--- src/rtl/matrix_adder_arbiter_if.sv ---
// Request/grant/done bundle between the matrix-adder arbiter (slave side)
// and the client fabric plus adder (master side).
interface matrix_adder_arbiter_if #(
  parameter int NUM_REQUESTERS = 4,
  parameter int COUNT_WIDTH    = 16
);
  localparam int IDX_W = $clog2(NUM_REQUESTERS);

  logic [NUM_REQUESTERS-1:0] request_vector;
  logic [NUM_REQUESTERS-1:0] grant_vector;
  logic [IDX_W-1:0]          grant_index;
  logic [NUM_REQUESTERS-1:0] done_vector;
  logic                      adder_start;
  logic                      adder_complete;
  logic                      busy;
  logic                      timeout_error;
  logic [COUNT_WIDTH-1:0]    completed_op_count;

  modport master (
    output request_vector, adder_complete,
    input  grant_vector, grant_index, done_vector, adder_start,
           busy, timeout_error, completed_op_count
  );

  modport slave (
    input  request_vector, adder_complete,
    output grant_vector, grant_index, done_vector, adder_start,
           busy, timeout_error, completed_op_count
  );
endinterface

--- src/rtl/matrix_adder_arbiter.sv ---
// Round-robin sequencer sharing one matrix adder among several clients:
// grant, start pulse, wait for completion (with watchdog), done pulse.
module matrix_adder_arbiter #(
  parameter int NUM_REQUESTERS = 4,
  parameter int TIMEOUT_CYCLES = 16,
  parameter int COUNT_WIDTH    = 16
) (
  input  logic                  clock_signal,
  input  logic                  reset_signal,
  matrix_adder_arbiter_if.slave arb_bus
);
  localparam int IDX_W = $clog2(NUM_REQUESTERS);
  localparam int WD_W  = $clog2(TIMEOUT_CYCLES);
  localparam logic [WD_W-1:0] WD_LAST = WD_W'(TIMEOUT_CYCLES - 1);
  localparam logic [NUM_REQUESTERS-1:0] ONE_HOT0 = {{(NUM_REQUESTERS-1){1'b0}}, 1'b1};

  typedef enum logic [1:0] {IDLE, ISSUE, WAIT, RELEASE} state_t;

  state_t                    state;
  logic [IDX_W-1:0]          rr_ptr;
  logic [WD_W-1:0]           watchdog;
  logic [NUM_REQUESTERS-1:0] grant_vector;
  logic [IDX_W-1:0]          grant_index;
  logic [NUM_REQUESTERS-1:0] done_vector;
  logic                      adder_start;
  logic                      busy;
  logic                      timeout_error;
  logic [COUNT_WIDTH-1:0]    completed_op_count;
  logic [IDX_W:0]            pick;

  // Returns {valid, index} of the first request found searching upward from
  // ptr+1 with wrap; scanning downward lets the nearest candidate win last.
  function automatic logic [IDX_W:0] rr_pick(input logic [NUM_REQUESTERS-1:0] req,
                                             input logic [IDX_W-1:0] ptr);
    logic [IDX_W:0]   result;
    logic [IDX_W-1:0] cand;
    result = '0;
    for (int i = NUM_REQUESTERS; i >= 1; i--) begin
      cand = IDX_W'((int'(ptr) + i) % NUM_REQUESTERS);
      if (req[cand]) result = {1'b1, cand};
    end
    return result;
  endfunction

  always_comb pick = rr_pick(arb_bus.request_vector, rr_ptr);

  always_ff @(posedge clock_signal or posedge reset_signal) begin
    if (reset_signal) begin
      state              <= IDLE;
      rr_ptr             <= IDX_W'(NUM_REQUESTERS - 1);
      watchdog           <= '0;
      grant_vector       <= '0;
      grant_index        <= '0;
      done_vector        <= '0;
      adder_start        <= 1'b0;
      busy               <= 1'b0;
      timeout_error      <= 1'b0;
      completed_op_count <= '0;
    end else begin
      case (state)
        IDLE: begin
          if (pick[IDX_W]) begin
            grant_vector <= ONE_HOT0 << pick[IDX_W-1:0];
            grant_index  <= pick[IDX_W-1:0];
            rr_ptr       <= pick[IDX_W-1:0];
            busy         <= 1'b1;
            state        <= ISSUE;
          end
        end
        ISSUE: begin
          adder_start <= 1'b1;
          watchdog    <= '0;
          state       <= WAIT;
        end
        WAIT: begin
          adder_start <= 1'b0;
          // Completion takes priority over a coincident watchdog expiry.
          if (arb_bus.adder_complete) begin
            done_vector <= grant_vector;
            state       <= RELEASE;
          end else if (watchdog == WD_LAST) begin
            done_vector   <= grant_vector;
            timeout_error <= 1'b1;
            state         <= RELEASE;
          end else begin
            watchdog <= watchdog + 1'b1;
          end
        end
        RELEASE: begin
          if (!timeout_error) completed_op_count <= completed_op_count + 1'b1;
          done_vector   <= '0;
          timeout_error <= 1'b0;
          grant_vector  <= '0;
          busy          <= 1'b0;
          state         <= IDLE;
        end
        default: state <= IDLE;
      endcase
    end
  end

  assign arb_bus.grant_vector       = grant_vector;
  assign arb_bus.grant_index        = grant_index;
  assign arb_bus.done_vector        = done_vector;
  assign arb_bus.adder_start        = adder_start;
  assign arb_bus.busy               = busy;
  assign arb_bus.timeout_error      = timeout_error;
  assign arb_bus.completed_op_count = completed_op_count;
endmodule
--- src/flat_wrapper.sv ---
// flat-port wrapper written by rule: the top's interface ports become plain ports
module matrix_adder_arbiter_flat 
#(
  parameter int NUM_REQUESTERS = 4,
  parameter int TIMEOUT_CYCLES = 16,
  parameter int COUNT_WIDTH    = 16
)
  (clock_signal, reset_signal, arb_bus_request_vector, arb_bus_adder_complete, arb_bus_grant_vector, arb_bus_grant_index, arb_bus_done_vector, arb_bus_adder_start, arb_bus_busy, arb_bus_timeout_error, arb_bus_completed_op_count);
  matrix_adder_arbiter_if #(.NUM_REQUESTERS(NUM_REQUESTERS), .COUNT_WIDTH(COUNT_WIDTH)) arb_bus_i ();
  input  logic clock_signal;
  input  logic reset_signal;
  input wire logic [$bits(arb_bus_i.request_vector)-1:0] arb_bus_request_vector;
  input wire logic [$bits(arb_bus_i.adder_complete)-1:0] arb_bus_adder_complete;
  output wire logic [$bits(arb_bus_i.grant_vector)-1:0] arb_bus_grant_vector;
  output wire logic [$bits(arb_bus_i.grant_index)-1:0] arb_bus_grant_index;
  output wire logic [$bits(arb_bus_i.done_vector)-1:0] arb_bus_done_vector;
  output wire logic [$bits(arb_bus_i.adder_start)-1:0] arb_bus_adder_start;
  output wire logic [$bits(arb_bus_i.busy)-1:0] arb_bus_busy;
  output wire logic [$bits(arb_bus_i.timeout_error)-1:0] arb_bus_timeout_error;
  output wire logic [$bits(arb_bus_i.completed_op_count)-1:0] arb_bus_completed_op_count;
  assign arb_bus_i.request_vector = arb_bus_request_vector;
  assign arb_bus_i.adder_complete = arb_bus_adder_complete;
  assign arb_bus_grant_vector = arb_bus_i.grant_vector;
  assign arb_bus_grant_index = arb_bus_i.grant_index;
  assign arb_bus_done_vector = arb_bus_i.done_vector;
  assign arb_bus_adder_start = arb_bus_i.adder_start;
  assign arb_bus_busy = arb_bus_i.busy;
  assign arb_bus_timeout_error = arb_bus_i.timeout_error;
  assign arb_bus_completed_op_count = arb_bus_i.completed_op_count;
  matrix_adder_arbiter #(.NUM_REQUESTERS(NUM_REQUESTERS), .TIMEOUT_CYCLES(TIMEOUT_CYCLES), .COUNT_WIDTH(COUNT_WIDTH)) u_core (.clock_signal(clock_signal), .reset_signal(reset_signal), .arb_bus(arb_bus_i));
endmodule
--- config.mk ---
export PLATFORM = sky130hd
export DESIGN_NAME = matrix_adder_arbiter_flat
export DESIGN_NICKNAME = d
export VERILOG_FILES = /design/src/rtl/matrix_adder_arbiter_if.sv /design/src/rtl/matrix_adder_arbiter.sv /design/src/flat_wrapper.sv
export SDC_FILE = /design/constraint.sdc
export NUM_CORES = 1
export LEC_CHECK = 0
export CORE_UTILIZATION = 54
export DETAILED_ROUTE_END_ITERATION = 7
export PLACE_DENSITY_LB_ADDON = 0.3
export SYNTH_ARGS = -nofsm -noshare
export SYNTH_HDL_FRONTEND = slang
export SYNTH_SLANG_ARGS = --single-unit
--- constraint.sdc ---
create_clock -name clock_signal -period 4.2 [get_ports clock_signal]
set_input_delay 0.42 -clock clock_signal [delete_from_list [all_inputs] [get_ports clock_signal]]
set_output_delay 0.42 -clock clock_signal [all_outputs]
set_load 0.02 [all_outputs]
==> impl_metrics.csv, run 1 <==
group,metric,value,unit
floorplanning,die_area,3559,um^2
setup_path,reg2reg_slack,2.33,ns
place,portBuffers,35,
place,dp_cells,238,
cells_and_area,fill_cells,258,
logic_synthesis,synth_top_area_share,48.78,%
setup_path,cp_slowest_cell,"clkdlybuf4s50_1",
logic_synthesis,synthCells,160,
cells_and_area,area_growth,25.23,%
clocking,hold_buffers,0,
timing,relSlewSlack,65.69,%
timing,worst_slew_pin_slew,0.5146,ns
timing,finalCriticalPeriod,1.879,ns
global_route,grt_max_degree,38,
setup_path,end_kind,"output port",
routing,vias,1370,
cells_and_area,stdcell_count,246,
power,sw_frac_of_total,39.47,%
clocking,cts_max_level,2,
global_route,grt_first_pass_wirelength,5609,um
power,p_per_area,629.5,nW/um^2
setup_path,critPathBufInv,1,
power,power_frac_clock,12.2,%
clocking,post_cts_buffers,0,
routing,antenna_left,0,
logic_synthesis,synth_seq_cells,37,
setup_path,r2r_start,"u_core.state[1]",
logic_synthesis,yosysMostFrequentCell,"dfrtp_1",
floorplanning,rows,20,
routing,drt-initial-drc-count,36,
setup_path,cp-start-kind,"flop",
timing,final_max_slew_viol_count,0,
clocking,clk_latency,0.33,ns
logic_synthesis,ys_async_sr_fraction,100.0,%
cells_and_area,ff_latch_area,928.4,um^2
timing,setup-tns-final,0,ns
logic_synthesis,synth_cell_types,42,
timing,finalCritPeriodShare,44.73,%
setup_path,path_cells,"clkdlybuf4s50_1",
power,power.switching,558.7,uW
logic_synthesis,yosysSeqAreaShare,51.71,%
cells_and_area,finish.net_count,213,
power,p_leak,0.0009860,uW
routing,wl_per_cell,13.92,um
setup_path,cpPeakStageDelay,0.65,ns
place,hpwlAfterDp,2627,um
power,ir_worst_vdd,435.8,uV
floorplanning,die_h,59.66,um
setup_path,cp-startpoint,"u_core.arb_bus.completed_op_count[5]",
logic_synthesis,synthesis.area,1795,um^2
flow_run,cap_viol_max_count,0,
place,gp_congestion,0.8283,
timing,clock_skew,0.006914,ns
clocking,cts_buffers,5,
setup_path,crit_end,"arb_bus_completed_op_count[5]",
clocking,cts_resized,0,
logic_synthesis,synth_area_leaders,"dfrtp_1 (49%), xnor2_1 (4.9%), mux2_2 (4.4%), ha_1 (3.5%), dfstp_2 (2.9%)",
worst_hold_path,hold_path.class,"input port to async pin",
setup_path,r2r_end,"u_core.arb_bus.completed_op_count[8]",
setup_path,crit_type,"flop to output port",
floorplanning,die_x,59.66,um
setup_path,reg2reg_depth,5,
logic_synthesis,syn-mean-instance-area,11.22,um^2
floorplanning,core-area,3103,um^2
power,p_int,856.6,uW
routing,post-route-drc-count,0,
setup_path,cp_num_cells,1,
setup_path,worstPathArrival,1.46,ns
global_route,antenna_found_initial,0,
timing,max_freq,532.3,MHz
timing,setup_viol,0,
timing,hold_viol_final,0,
logic_synthesis,yosys-top-cells-count,"dfrtp_1 (35), nand2_1 (14), xnor2_1 (10), nor2_1 (9), nor2b_1 (8)",
setup_path,critPathTopFamily,"buffers and inverters",
power,seq_power_share,40.0,%
logic_synthesis,yosys_warnings,0,
global_route,grt_pass1_vias,1278,
cells_and_area,drive_above_1_share,12.38,%
routing,routed_wirelength,3424,um
cells_and_area,multi_input_area,835.8,um^2
logic_synthesis,synth_edf_count,0,
global_route,grt_usage,21.62,%
routing,dr.pass1.iters,4,
place,pre_cts_ws,2.126,ns
routing,via_per_inst,5.569,
clocking,cts_root_buffer,"clkbuf_4",
clocking,cts_tree,"yes",
clocking,clk_pin_slew,0.10,ns
logic_synthesis,synth_largest_area_cell,"dfrtp_1",
cells_and_area,diodes,0,
clocking,clock_path_buffers,2,
outcome,status,"completed",
setup_path,critPathMaxFanout,6,
power,combPwrFrac,47.8,%
global_route,grt-ovfl-total,0,
setup_path,required,3.78,ns
cells_and_area,post-route-util,72.46,%
logic_synthesis,syn_nets,172,
floorplanning,num_io_pins,36,
floorplanning,initial_core_util,57.86,%
logic_synthesis,synth_ff_type,"dfrtp_1",
timing,rsz0062_at_grt,"no",
timing,fin_ws,2.321,ns
clocking,cts_sinks,37,
-- layer usage --
layer / wire length (um) / vias up / share of wire [%] / GRT usage, %
li1: - / 654 / - / -
met1: 1461 / 669 / 43 / 27.47
met2: 1757 / 41 / 51 / 35.08
met3: 157 / 6 / 4.6 / 6.277
met4: 48 / 0 / 1.4 / 7.973
met5: 0 / - / 0 / 0
-- final cells by class --
cell class                      instances  area share [%]
Sequential cell                        37           41.29
Multi-Input combinational cell        115           37.17
Timing Repair Buffer                   36           15.92
Tap cell                               44           2.449
Clock buffer                            8           2.170
Inverter                                6           1.002
-- sequential cells by signal (all words and copies together) (netlist names) --
register,cells
u_core.arb_bus.done_vector,4
u_core.watchdog,4
u_core.arb_bus.timeout_error,1
u_core.rr_ptr,2
u_core.arb_bus.completed_op_count,16
u_core.arb_bus.grant_vector,4
u_core.arb_bus.busy,1
u_core.arb_bus.grant_index,2
u_core.arb_bus.adder_start,1
u_core.state,2
-- placed cells by master (no fill, tap or decap), types with 2 or more instances in the layout --
cell type,Yosys,routed
nor4_1,2,2
inv_1,6,6
clkbuf_1,1,3
clkdlybuf4s50_1,0,35
mux2_2,7,7
clkbuf_4,0,5
nor2b_1,8,8
nand2b_1,2,2
nand3b_1,2,2
nand4_1,7,7
nand2_1,14,14
a21o_2,2,2
nand3_1,5,5
nor3_1,2,2
o21ai_0,4,4
xnor2_1,10,10
ha_1,5,5
xor2_1,5,5
a21oi_1,6,6
a22o_1,2,2
mux2i_1,2,2
a21o_1,3,3
dfstp_2,2,2
dfrtp_1,35,35
nor2_1,9,9
-- power groups by stage --
stage	combinational, uW	clock [uW]	sequential, uW
finish	677	172	566
CTS	681	178	565
global placement	650	0	563
detailed placement	678	0	572
floorplan	362	0	640
global route	735	193	582
-- kinds of logic (layout without fill, tap and decap cells) --
family | after synthesis | count (layout) | synth area share, %
multiplexers | 9 | 9 | 5.506
AND/OR/NAND/NOR | 59 | 59 | 18.05
buffers and inverters | 8 | 50 | 1.742
XOR/XNOR | 15 | 15 | 7.317
adder cells (fa/ha/maj) | 5 | 5 | 3.484
AO/OA/AOI/OAI | 27 | 27 | 12.20
flip-flops | 37 | 37 | 51.71
-- metrics by stage --
| stage | power, uW | hold WS (ns) | area [um^2] |
|---|---|---|---|
| floorplan | 1002 | 0.4890 | 1795 |
| global placement | 1213 | 0.4730 | 2200 |
| detailed placement | 1250 | 0.4768 | 2200 |
| CTS | 1424 | 0.4867 | 2248 |
| global route | 1510 | 0.5030 | 2248 |
| finish | 1415 | 0.4799 | 2248 |
-- worst min-delay path by stage --
stage                                                startpoint                                    end  slack [ns]  cells after the start
after floorplan                                 u_core.state[0]                        u_core.state[0]        0.49                      1
after global placement    u_core.arb_bus.completed_op_count[15]  u_core.arb_bus.completed_op_count[15]        0.47                      1
after detailed placement  u_core.arb_bus.completed_op_count[15]  u_core.arb_bus.completed_op_count[15]        0.48                      1
after CTS                                          reset_signal   u_core.arb_bus.completed_op_count[8]        0.49                      3
after global routing      u_core.arb_bus.completed_op_count[15]  u_core.arb_bus.completed_op_count[15]        0.50                      1
final                                              reset_signal   u_core.arb_bus.completed_op_count[8]        0.48                      3
No activity file was read; power rests on OpenSTA's default activity.
==> run 2: changes to the inputs <==
--- a/config.mk
+++ b/config.mk
@@ -5,7 +5,7 @@
 export SDC_FILE = /design/constraint.sdc
 export NUM_CORES = 1
 export LEC_CHECK = 0
-export CORE_UTILIZATION = 54
+export CORE_UTILIZATION = 46
 export DETAILED_ROUTE_END_ITERATION = 7
 export PLACE_DENSITY_LB_ADDON = 0.3
 export SYNTH_ARGS = -nofsm -noshare
==> constraint.sdc (replaced) <==
create_clock -name clock_signal -period 1.5 [get_ports clock_signal]
set_input_delay 0.15 -clock clock_signal [delete_from_list [all_inputs] [get_ports clock_signal]]
set_output_delay 0.15 -clock clock_signal [all_outputs]
set_load 0.02 [all_outputs]
==> run 2 against run 1 <==
Compared with the run above: global-route usage fell by 0.75 points; non-clock buffer count rose by 17; count of clock-buffer cells in the layout fell by 2; total power rose to 3.2 times the previous value; clock power rose to 3.8 times the previous value; clock skew fell by 0.00084 ns; via count rose by 3.7%; worst hold slack got worse by 0.27 ns; register-to-register slack got worse by 2.3 ns; critical path depth did not move; critical path type unchanged; die area rose by 17%.
==> impl_metrics.csv, run 2 (synthesis gave the netlist of run 1 again) <==
group,metric,value,unit
power,ir_worst_vdd,1167,uV
floorplanning,initial_core_util,48.68,%
timing,finalCriticalPeriod,1.448,ns
cells_and_area,area_growth,42.37,%
floorplanning,die_h,64.48,um
global_route,grt_max_degree,38,
clocking,clk_latency,0.29,ns
timing,max_freq,690.7,MHz
cells_and_area,diodes,0,
power,p_leak,0.001254,uW
clocking,cts_max_level,2,
cells_and_area,drive_above_1_share,26.94,%
flow_run,cap_viol_max_count,0,
setup_path,cpPeakStageDelay,0.63,ns
setup_path,r2r_end,"u_core.arb_bus.done_vector[1]",
global_route,grt-ovfl-total,0,
clocking,clk_pin_slew,0.07,ns
global_route,antenna_found_initial,0,
floorplanning,die_x,64.48,um
setup_path,crit_type,"flop to output port",
timing,worst_slew_pin_slew,0.3444,ns
routing,via_per_inst,5.322,
global_route,grt_first_pass_wirelength,6596,um
routing,wl_per_cell,14.24,um
setup_path,end_kind,"output port",
cells_and_area,fin_area,2556,um^2
timing,hold_slack,0.2087,ns
timing,hold_viol_final,0,
power,combPwrFrac,50.1,%
power,power.switching,1751,uW
setup_path,cp_slowest_cell,"clkdlybuf4s50_1",
timing,relSlewSlack,76.83,%
power,sw_frac_of_total,38.53,%
setup_path,critPathTopFamily,"buffers and inverters",
clocking,cts_tree,"yes",
place,portBuffers,35,
setup_path,critPathBufInv,1,
clocking,cts_sinks,37,
power,seq_power_share,35.4,%
place,post_dp_cell_area,2322,um^2
power,power_frac_clock,14.6,%
routing,drt-initial-drc-count,48,
routing,routed_wirelength,3803,um
place,hpwlAfterDp,2746,um
cells_and_area,layout_common_cells,"dfrtp_1 (33), clkdlybuf4s50_1 (21), buf_4 (16), nand2_1 (13), xnor2_1 (10)",
setup_path,path_cells,"clkdlybuf4s50_1",
power,p_per_area,1778,nW/um^2
global_route,grt_pass1_vias,1450,
floorplanning,core-area,3689,um^2
clocking,cts_root_buffer,"clkbuf_8",
setup_path,cp-start-kind,"flop",
setup_path,required,1.35,ns
cells_and_area,stdcell_count,267,
timing,rsz0062_at_grt,"yes",
routing,post-route-drc-count,0,
timing,final_max_slew_viol_count,0,
timing,setup_viol,0,
cells_and_area,largest_reg_flops,16,
place,gp_congestion,0.7554,
floorplanning,die_area,4157,um^2
routing,dr.pass1.iters,4,
clocking,cts_buffers,5,
place,dp_cells,254,
outcome,status,"completed",
cells_and_area,final_common_cell,"dfrtp_1",
setup_path,reg2reg_slack,0.05,ns
timing,finalCritPeriodShare,96.52,%
timing,clock_skew,0.006069,ns
setup_path,r2r_start,"u_core.state[1]",
cells_and_area,top_register,"u_core.arb_bus.completed_op_count",
worst_hold_path,hold_path.class,"input port to async pin",
global_route,grt_usage,20.88,%
power,finalPower,4545,uW
setup_path,critPathMaxFanout,3,
cells_and_area,finish.net_count,230,
routing,antenna_left,0,
clocking,clock_path_buffers,2,
routing,vias,1421,
setup_path,worstPathArrival,1.30,ns
power,p_int,2794,uW
floorplanning,rows,22,
setup_path,reg2reg_depth,4,
floorplanning,num_io_pins,36,
[run 2: cell count changes in the layout (fill, tap and decap cells not counted), sizes merged]
cell / change
buf: +17
clkbuf: -2
dlymetal6s2s: +6
dlygate4sd2: +8
clkinv: +2
clkdlybuf4s50: -14
[run 2: power groups by stage]
| stage | Sequential [uW] | Clock (uW) | Combinational (uW) |
|---|---|---|---|
| 3_5_place_dp | 1590 | 0 | 2050 |
| 6_report | 1610 | 662 | 2280 |
| 5_1_grt | 1650 | 722 | 2480 |
| 3_3_place_gp | 1570 | 0 | 1970 |
| 2_1_floorplan | 1790 | 0 | 1020 |
| 4_1_cts | 1590 | 678 | 2160 |
[run 2: cell type report]
| cell class | instances | area (um^2) |
|---|---|---|
| fill | 281 | 1132 |
| multi-input combinational | 115 | 953.4 |
| sequential | 37 | 930.9 |
| timing repair buffer | 53 | 506.7 |
| clock buffer | 6 | 72.57 |
| tap | 48 | 60.06 |
| inverter | 6 | 22.52 |
| clock inverter | 2 | 10.01 |
[run 2: worst max-delay path by stage]
stage | startpoint | end | slack, ns | depth (start not counted)
after floorplan | u_core.watchdog[0] | u_core.arb_bus.done_vector[0] | 0.01 | 5
after global placement | arb_bus_request_vector[0] | u_core.arb_bus.grant_index[0] | -0.14 | 4
after detailed placement | arb_bus_request_vector[1] | u_core.arb_bus.grant_index[0] | -0.21 | 4
after CTS | u_core.state[0] | u_core.arb_bus.done_vector[1] | -0.0009 | 5
after global routing | u_core.arb_bus.completed_op_count[1] | u_core.arb_bus.completed_op_count[8] | -0.02 | 5
final | u_core.arb_bus.completed_op_count[14] | arb_bus_completed_op_count[14] | 0.05 | 1
[run 2: repair_timing]
item | in CTS | in global routing
gates cloned | 0 | 0
buffers inserted | 1 | 4
gates resized for setup | 19 | 19
hold buffers | 0 | 0
pin swaps | 3 | 7
endpoints found under the setup margin | 22 | 27
[run 2: per-stage QoR]
stage,setup TNS [ns],worst slack [ns],util [%]
after floorplan,0,0.01489,-
after global routing,-0.04165,-0.01682,69.30
after global placement,-1.121,-0.1378,62.96
after detailed placement,-1.891,-0.2073,62.96
final,0,0.05226,69.30
after CTS,-0.001441,-0.0009085,66.49
[run 2: layer usage]
layer	global-route usage, %	vias to the layer above	part of all wire [%]
met5	0	-	0
met4	8.333	0	1.7
met3	5.986	8	3.7
met2	35.79	26	54
met1	24.51	705	41
li1	-	682	-
==> run 3: changes to the inputs <==
--- a/config.mk
+++ b/config.mk
@@ -5,6 +5,7 @@
 export SDC_FILE = /design/constraint.sdc
 export NUM_CORES = 1
 export LEC_CHECK = 0
+export CAP_MARGIN = 0
 export CORE_UTILIZATION = 46
 export DETAILED_ROUTE_END_ITERATION = 7
 export PLACE_DENSITY_LB_ADDON = 0.3
==> results of run 3 <==
Final layout, timing and power as in run 2 (identical DEF).
